[src/rtl/alu_pkg.sv]
// Shared types for the ALU issue sequencer: flag bundle, opcode encoding, FSM states.
package alu_pkg;

  typedef struct packed {
    logic N;
    logic Z;
    logic C;
    logic V;
  } ALUFlagsStruct;

  typedef enum logic [3:0] {
    AND = 4'h0,
    OR  = 4'h1,
    ADD = 4'h2,
    INC = 4'h3,
    DEC = 4'h4,
    NOT = 4'h5,
    SUB = 4'h6,
    XOR = 4'h7,
    SHL = 4'h8,
    SHR = 4'h9
  } alu_op_e;

  localparam logic [3:0] ALU_OP_MAX = 4'h9;

  typedef enum logic [1:0] {
    IDLE,
    ISSUE,
    EXEC,
    RESP
  } seq_state_e;

endpackage

[src/rtl/alu_seq_regfile.sv]
// Local operand store: two async read ports, one sync write port shared by preload and writeback.
module alu_seq_regfile #(
  parameter  int WIDTH = 4,
  parameter  int NREGS = 4,
  localparam int RW    = $clog2(NREGS)
) (
  input  logic             clk,
  input  logic             rst,
  input  logic             ld_en,
  input  logic [RW-1:0]    ld_addr,
  input  logic [WIDTH-1:0] ld_data,
  input  logic             wb_en,
  input  logic [RW-1:0]    wb_addr,
  input  logic [WIDTH-1:0] wb_data,
  input  logic [RW-1:0]    addr_a,
  input  logic [RW-1:0]    addr_b,
  output logic [WIDTH-1:0] data_a,
  output logic [WIDTH-1:0] data_b
);

  logic [NREGS-1:0][WIDTH-1:0] mem;
  logic                        we;
  logic [RW-1:0]               waddr;
  logic [WIDTH-1:0]            wdata;

  // Writeback and preload never coincide; writeback still wins if they ever did.
  always_comb begin
    we    = wb_en | ld_en;
    waddr = wb_en ? wb_addr : ld_addr;
    wdata = wb_en ? wb_data : ld_data;
  end

  always_ff @(posedge clk) begin
    if (rst)     mem <= '0;
    else if (we) mem[waddr] <= wdata;
  end

  assign data_a = mem[addr_a];
  assign data_b = mem[addr_b];

endmodule

[src/rtl/alu_sequencer.sv]
// Issue side of the external ALU: latch instruction, drive registered operands, capture and return result.
module alu_sequencer
  import alu_pkg::*;
#(
  parameter  int WIDTH = 4,
  parameter  int NREGS = 4,
  localparam int RW    = $clog2(NREGS)
) (
  input  logic             clk,
  input  logic             rst,
  input  logic             ld_en,
  input  logic [RW-1:0]    ld_addr,
  input  logic [WIDTH-1:0] ld_data,
  input  logic             instr_valid,
  output logic             instr_ready,
  input  logic [3:0]       instr_op,
  input  logic [RW-1:0]    instr_rd,
  input  logic [RW-1:0]    instr_rs1,
  input  logic [RW-1:0]    instr_rs2,
  input  logic             instr_cin,
  output logic [WIDTH-1:0] ALUA,
  output logic [WIDTH-1:0] ALUB,
  output logic [3:0]       ALUControl,
  output logic             ALUFlagIn,
  input  logic [WIDTH-1:0] ALUResult,
  input  ALUFlagsStruct    ALUFlags,
  output logic             res_valid,
  input  logic             res_ready,
  output logic [WIDTH-1:0] res_data,
  output ALUFlagsStruct    res_flags,
  output logic [RW-1:0]    res_rd,
  output logic             res_err,
  output logic             busy
);

  typedef struct packed {
    logic [3:0]    op;
    logic [RW-1:0] rd;
    logic [RW-1:0] rs1;
    logic [RW-1:0] rs2;
    logic          cin;
  } instr_t;

  seq_state_e       state, next;
  instr_t           ins;
  logic             carry, fire, illegal;
  logic [WIDTH-1:0] rf_a, rf_b;

  assign fire    = instr_valid & instr_ready;
  assign illegal = instr_op > ALU_OP_MAX;

  alu_seq_regfile #(.WIDTH(WIDTH), .NREGS(NREGS)) u_rf (
    .clk     (clk),
    .rst     (rst),
    .ld_en   (ld_en && state == IDLE),
    .ld_addr (ld_addr),
    .ld_data (ld_data),
    .wb_en   (state == EXEC),
    .wb_addr (ins.rd),
    .wb_data (ALUResult),
    .addr_a  (ins.rs1),
    .addr_b  (ins.rs2),
    .data_a  (rf_a),
    .data_b  (rf_b)
  );

  always_ff @(posedge clk) begin
    if (rst) state <= IDLE;
    else     state <= next;
  end

  always_comb begin
    next = state;
    case (state)
      IDLE:    if (fire) next = illegal ? RESP : ISSUE;
      ISSUE:   next = EXEC;
      EXEC:    next = RESP;
      RESP:    if (res_ready) next = IDLE;
      default: next = IDLE;
    endcase
  end

  always_comb begin
    instr_ready = (state == IDLE) && !ld_en;
    busy        = (state != IDLE);
  end

  // Operands are sampled in ISSUE, so a same-register rd sees the old value.
  always_ff @(posedge clk) begin
    if (rst) begin
      ins        <= '0;
      carry      <= 1'b0;
      ALUA       <= '0;
      ALUB       <= '0;
      ALUControl <= '0;
      ALUFlagIn  <= 1'b0;
      res_valid  <= 1'b0;
      res_data   <= '0;
      res_flags  <= '0;
      res_rd     <= '0;
      res_err    <= 1'b0;
    end else begin
      case (state)
        IDLE: if (fire) begin
          ins <= '{op: instr_op, rd: instr_rd, rs1: instr_rs1, rs2: instr_rs2, cin: instr_cin};
          if (illegal) begin
            res_valid <= 1'b1;
            res_err   <= 1'b1;
            res_data  <= '0;
            res_flags <= '0;
            res_rd    <= instr_rd;
          end
        end
        ISSUE: begin
          ALUA       <= rf_a;
          ALUB       <= rf_b;
          ALUControl <= ins.op;
          ALUFlagIn  <= ins.cin & carry;
        end
        EXEC: begin
          carry     <= ALUFlags.C;
          res_valid <= 1'b1;
          res_err   <= 1'b0;
          res_data  <= ALUResult;
          res_flags <= ALUFlags;
          res_rd    <= ins.rd;
        end
        RESP: if (res_ready) res_valid <= 1'b0;
        default: ;
      endcase
    end
  end

endmodule
[config.mk]
export PLATFORM = sky130hd
export DESIGN_NAME = alu_sequencer
export DESIGN_NICKNAME = d
export VERILOG_FILES = /design/src/rtl/alu_pkg.sv /design/src/rtl/alu_seq_regfile.sv /design/src/rtl/alu_sequencer.sv
export SDC_FILE = /design/constraint.sdc
export NUM_CORES = 1
export LEC_CHECK = 0
export CORE_ASPECT_RATIO = 0.6
export CORE_MARGIN = 2
export CORE_UTILIZATION = 54
export DETAILED_ROUTE_END_ITERATION = 10
export PLACE_DENSITY = 0.88
export SYNTH_ARGS = -nofsm -noshare
export SYNTH_HDL_FRONTEND = slang
export SYNTH_SLANG_ARGS = --single-unit
[constraint.sdc]
create_clock -name clk -period 3.3 [get_ports clk]
set_clock_uncertainty 0.15 [all_clocks]
set_input_delay 0.99 -clock clk [delete_from_list [all_inputs] [get_ports clk]]
set_output_delay 0.99 -clock clk [all_outputs]
set_load 0.05 [all_outputs]
==> impl_metrics.sql <==
INSERT INTO impl_metrics (metric_group, metric, value, unit) VALUES
('critical_path', 'worst_r2r_endpoint', 'u_rf.mem[11]', ''),
('yosys', 'mappedNetlistNets', '281', ''),
('floorplan', 'die_w', '93.24', 'um'),
('layout', 'num-nets-final', '330', ''),
('yosys', 'synth_mux_area_share', '25.65', '%'),
('power', 'power.density', '656.8', 'nW/um^2'),
('placed_design', 'dp_hpwl', '3934', 'um'),
('sta', 'rsz0062_at_grt', 'no', ''),
('sta', 'report.final.setup_viol', '0', ''),
('global_routing', 'antenna_found_initial', '0', ''),
('clock_tree', 'tritoncts.num_buffers', '5', ''),
('global_routing', 'globalRouteMet2Util', '30.52', '%'),
('clock_tree', 'clock_tree.buffer_depth', '2', ''),
('yosys', 'synthDistinctLibCells', '34', ''),
('yosys', 'synth_xor_area_share', '0', '%'),
('run', 'max_cap_viol_count', '0', ''),
('yosys', 'synth-compound-area-share', '6.935', '%'),
('clock_tree', 'cts_tree', 'yes', ''),
('layout', 'synthToLayoutAreaGrowth', '25.61', '%'),
('sta', 'totalNegativeSetupSlack', '0', 'ns'),
('global_routing', 'use_met3', '7.001', '%'),
('yosys', 'netlist_top_cells_count', '55 x sky130_fd_sc_hd__dfxtp_1, 47 x sky130_fd_sc_hd__mux2i_1, 32 x sky130_fd_sc_hd__nor2_1', ''),
('critical_path', 'regToRegStartpoint', 'state[0]', ''),
('critical_path', 'crit_path_start_kind', 'register', ''),
('global_routing', 'grt_most_used_layer', 'met1', ''),
('route', 'post_detailed_route_count_of_antenna_violating_nets', '0', ''),
('floorplan', 'fp.coreArea', '4588', 'um^2'),
('yosys', 'sequential_area_share_after_synthesis', '42.68', '%'),
('yosys', 'postSynth.asyncResetShare', '0', '%'),
('sta', 'post-route-period-util', '93.78', '%'),
('placed_design', 'routabilityCongestion', '0.7516', ''),
('yosys', 'synthesis.area_per_instance', '10.53', 'um^2'),
('clock_tree', 'cts_max_level', '2', ''),
('yosys', 'netlist.area_leader.share', '42.68', '%'),
('clock_tree', 'cts_post_setup_buffers_inserted', '0', ''),
('sta', 'worst_slew_pin_slew', '0.7887', 'ns'),
('layout', 'n_fill_cell', '344', ''),
('critical_path', 'setup.worst_path.start', 'state[0]', ''),
('yosys', 'synth_enable_flop_cells', '0', ''),
('power', 'max-vdd-ir-drop', '0.0004672', 'V'),
('yosys', 'post-synth-top-count-cell', 'sky130_fd_sc_hd__dfxtp_1', ''),
('critical_path', 'setup.reg_to_reg.worst_slack', '1.14', 'ns'),
('critical_path', 'crit_path_max_fanout', '5', ''),
('route', 'total_via_count_after_detailed_routing', '1902', ''),
('power', 'pleak', '1.264', 'nW'),
('critical_path', 'worst-endpoint-arrival', '1.95', 'ns'),
('min_path', 'worst_hold_startpoint', 'res_flags[2]', ''),
('sta', 'fin_worst_hold_slack', '0.3050', 'ns'),
('sta', 'report.final.hold_viol_count', '0', ''),
('clock_tree', 'clk_latency', '0.31', 'ns'),
('floorplan', 'design.portCount', '57', ''),
('global_routing', 'track_usage', '21.31', '%'),
('global_routing', 'grt_first_pass_wirelength', '8804', 'um'),
('placed_design', 'placement_stage_worst_setup_slack', '0.3055', 'ns'),
('floorplan', 'dieArea', '5365', 'um^2'),
('route', 'drt-wirelength-per-cell', '14.93', 'um'),
('floorplan', 'die_h', '57.54', 'um'),
('outcome', 'outcome', 'finished, final reports clean', ''),
('global_routing', 'groute.layer.met1.usage', '31.54', '%'),
('critical_path', 'end_kind', 'primary output', ''),
('clock_tree', 'clock_sinks', '55', ''),
('min_path', 'hp-class', 'reg2reg', ''),
('critical_path', 'critPathKind', 'reg2out', ''),
('yosys', 'ys_dominant_reg_cell', 'sky130_fd_sc_hd__dfxtp_1', ''),
('sta', 'achievable_frequency', '323.1', 'MHz'),
('sta', 'finalWorstPathRequiredPeriod', '3.095', 'ns'),
('critical_path', 'ff2ff_path_depth', '5', ''),
('yosys', 'synthAdderAreaFrac', '2.910', '%'),
('floorplan', 'floorplan.initialDensity', '56.23', '%'),
('global_routing', 'via_count_of_the_first_global_routing_pass', '1826', ''),
('clock_tree', 'ctsHoldBuffers', '0', '');
per-stage QoR:
step           cells  total power [W]  util (%)
2_1_floorplan    245         0.001516         -
5_1_grt          357         0.002247     70.63
3_3_place_gp     350         0.001694     68.39
4_1_cts          357         0.002137     70.63
3_5_place_dp     350         0.001716     68.39
6_report         357         0.002128     70.63
per-layer routing:
layer,vias to the layer above,part of all wire [%]
li1,944,-
met1,890,50
met2,60,42
met3,8,7.1
met4,0,0.83
met5,-,0
report_power, final:
part / internal, W / switching (W)
Clock: 0.000223 / 0.000200
Combinational: 0.000376 / 0.000507
Sequential: 0.000751 / 0.0000723
cells by family after synthesis:
group | Yosys count
AOI/OAI and AO/OA | 23
adders and majority gates | 6
buffers and inverters | 22
DFF | 55
muxes | 56
and+or+nand+nor | 83
cells in the final DEF, fill, tap and decap left out, types with 2 or more instances in the layout:
cell                              synthesis  layout
sky130_fd_sc_hd__buf_4                    2       3
sky130_fd_sc_hd__clkbuf_8                 0       5
sky130_fd_sc_hd__mux2i_1                 47      47
sky130_fd_sc_hd__nor2_1                  32      32
sky130_fd_sc_hd__or2_1                    4       4
sky130_fd_sc_hd__clkdlybuf4s50_1          0      54
sky130_fd_sc_hd__ha_1                     6       6
sky130_fd_sc_hd__mux4_2                   8       8
sky130_fd_sc_hd__nor2_4                   2       2
sky130_fd_sc_hd__a211oi_1                 3       3
sky130_fd_sc_hd__inv_1                    5       5
sky130_fd_sc_hd__dfxtp_1                 55      55
sky130_fd_sc_hd__a21oi_1                 10      10
sky130_fd_sc_hd__nand2b_1                20      20
sky130_fd_sc_hd__nand3_1                  9       9
sky130_fd_sc_hd__nand2_1                 11      11
flip-flops by register name, indices dropped and copies added (netlist names):
register,flops
ALUFlagIn,1
u_rf.mem,16
state,2
ALUA,4
res_data,4
ALUControl,4
res_valid,1
res_rd,2
res_err,1
ins,11
res_flags,4
ALUB,4
carry,1
area by class of cell:
type,count,area (um^2),area share [%]
timing repair buffer,59,588.1,18.15
inverter,5,18.77,0.5792
clock buffer,6,72.57,2.239
clock inverter,1,30.03,0.9266
multi-input combinational,168,1351,41.70
tap,63,78.83,2.432
sequential,55,1101,33.98
worst min path at each step:
stage	to	slack, ns	cells past startpoint
5_1_grt	res_flags[0]	0.34	2
6_report	res_flags[2]	0.31	2
2_1_floorplan	u_rf.mem[12]	0.31	2
3_3_place_gp	res_flags[2]	0.29	2
4_1_cts	res_flags[2]	0.31	2
3_5_place_dp	res_flags[2]	0.30	2
critical path: stages (launching register included):
cell and delay, ns:
sky130_fd_sc_hd__dfxtp_1 0.42, sky130_fd_sc_hd__inv_1 0.11, sky130_fd_sc_hd__ha_1 0.23, sky130_fd_sc_hd__inv_1 0.09, sky130_fd_sc_hd__clkdlybuf4s50_1 0.80
Note: power is estimated with default switching activity, not from simulation.
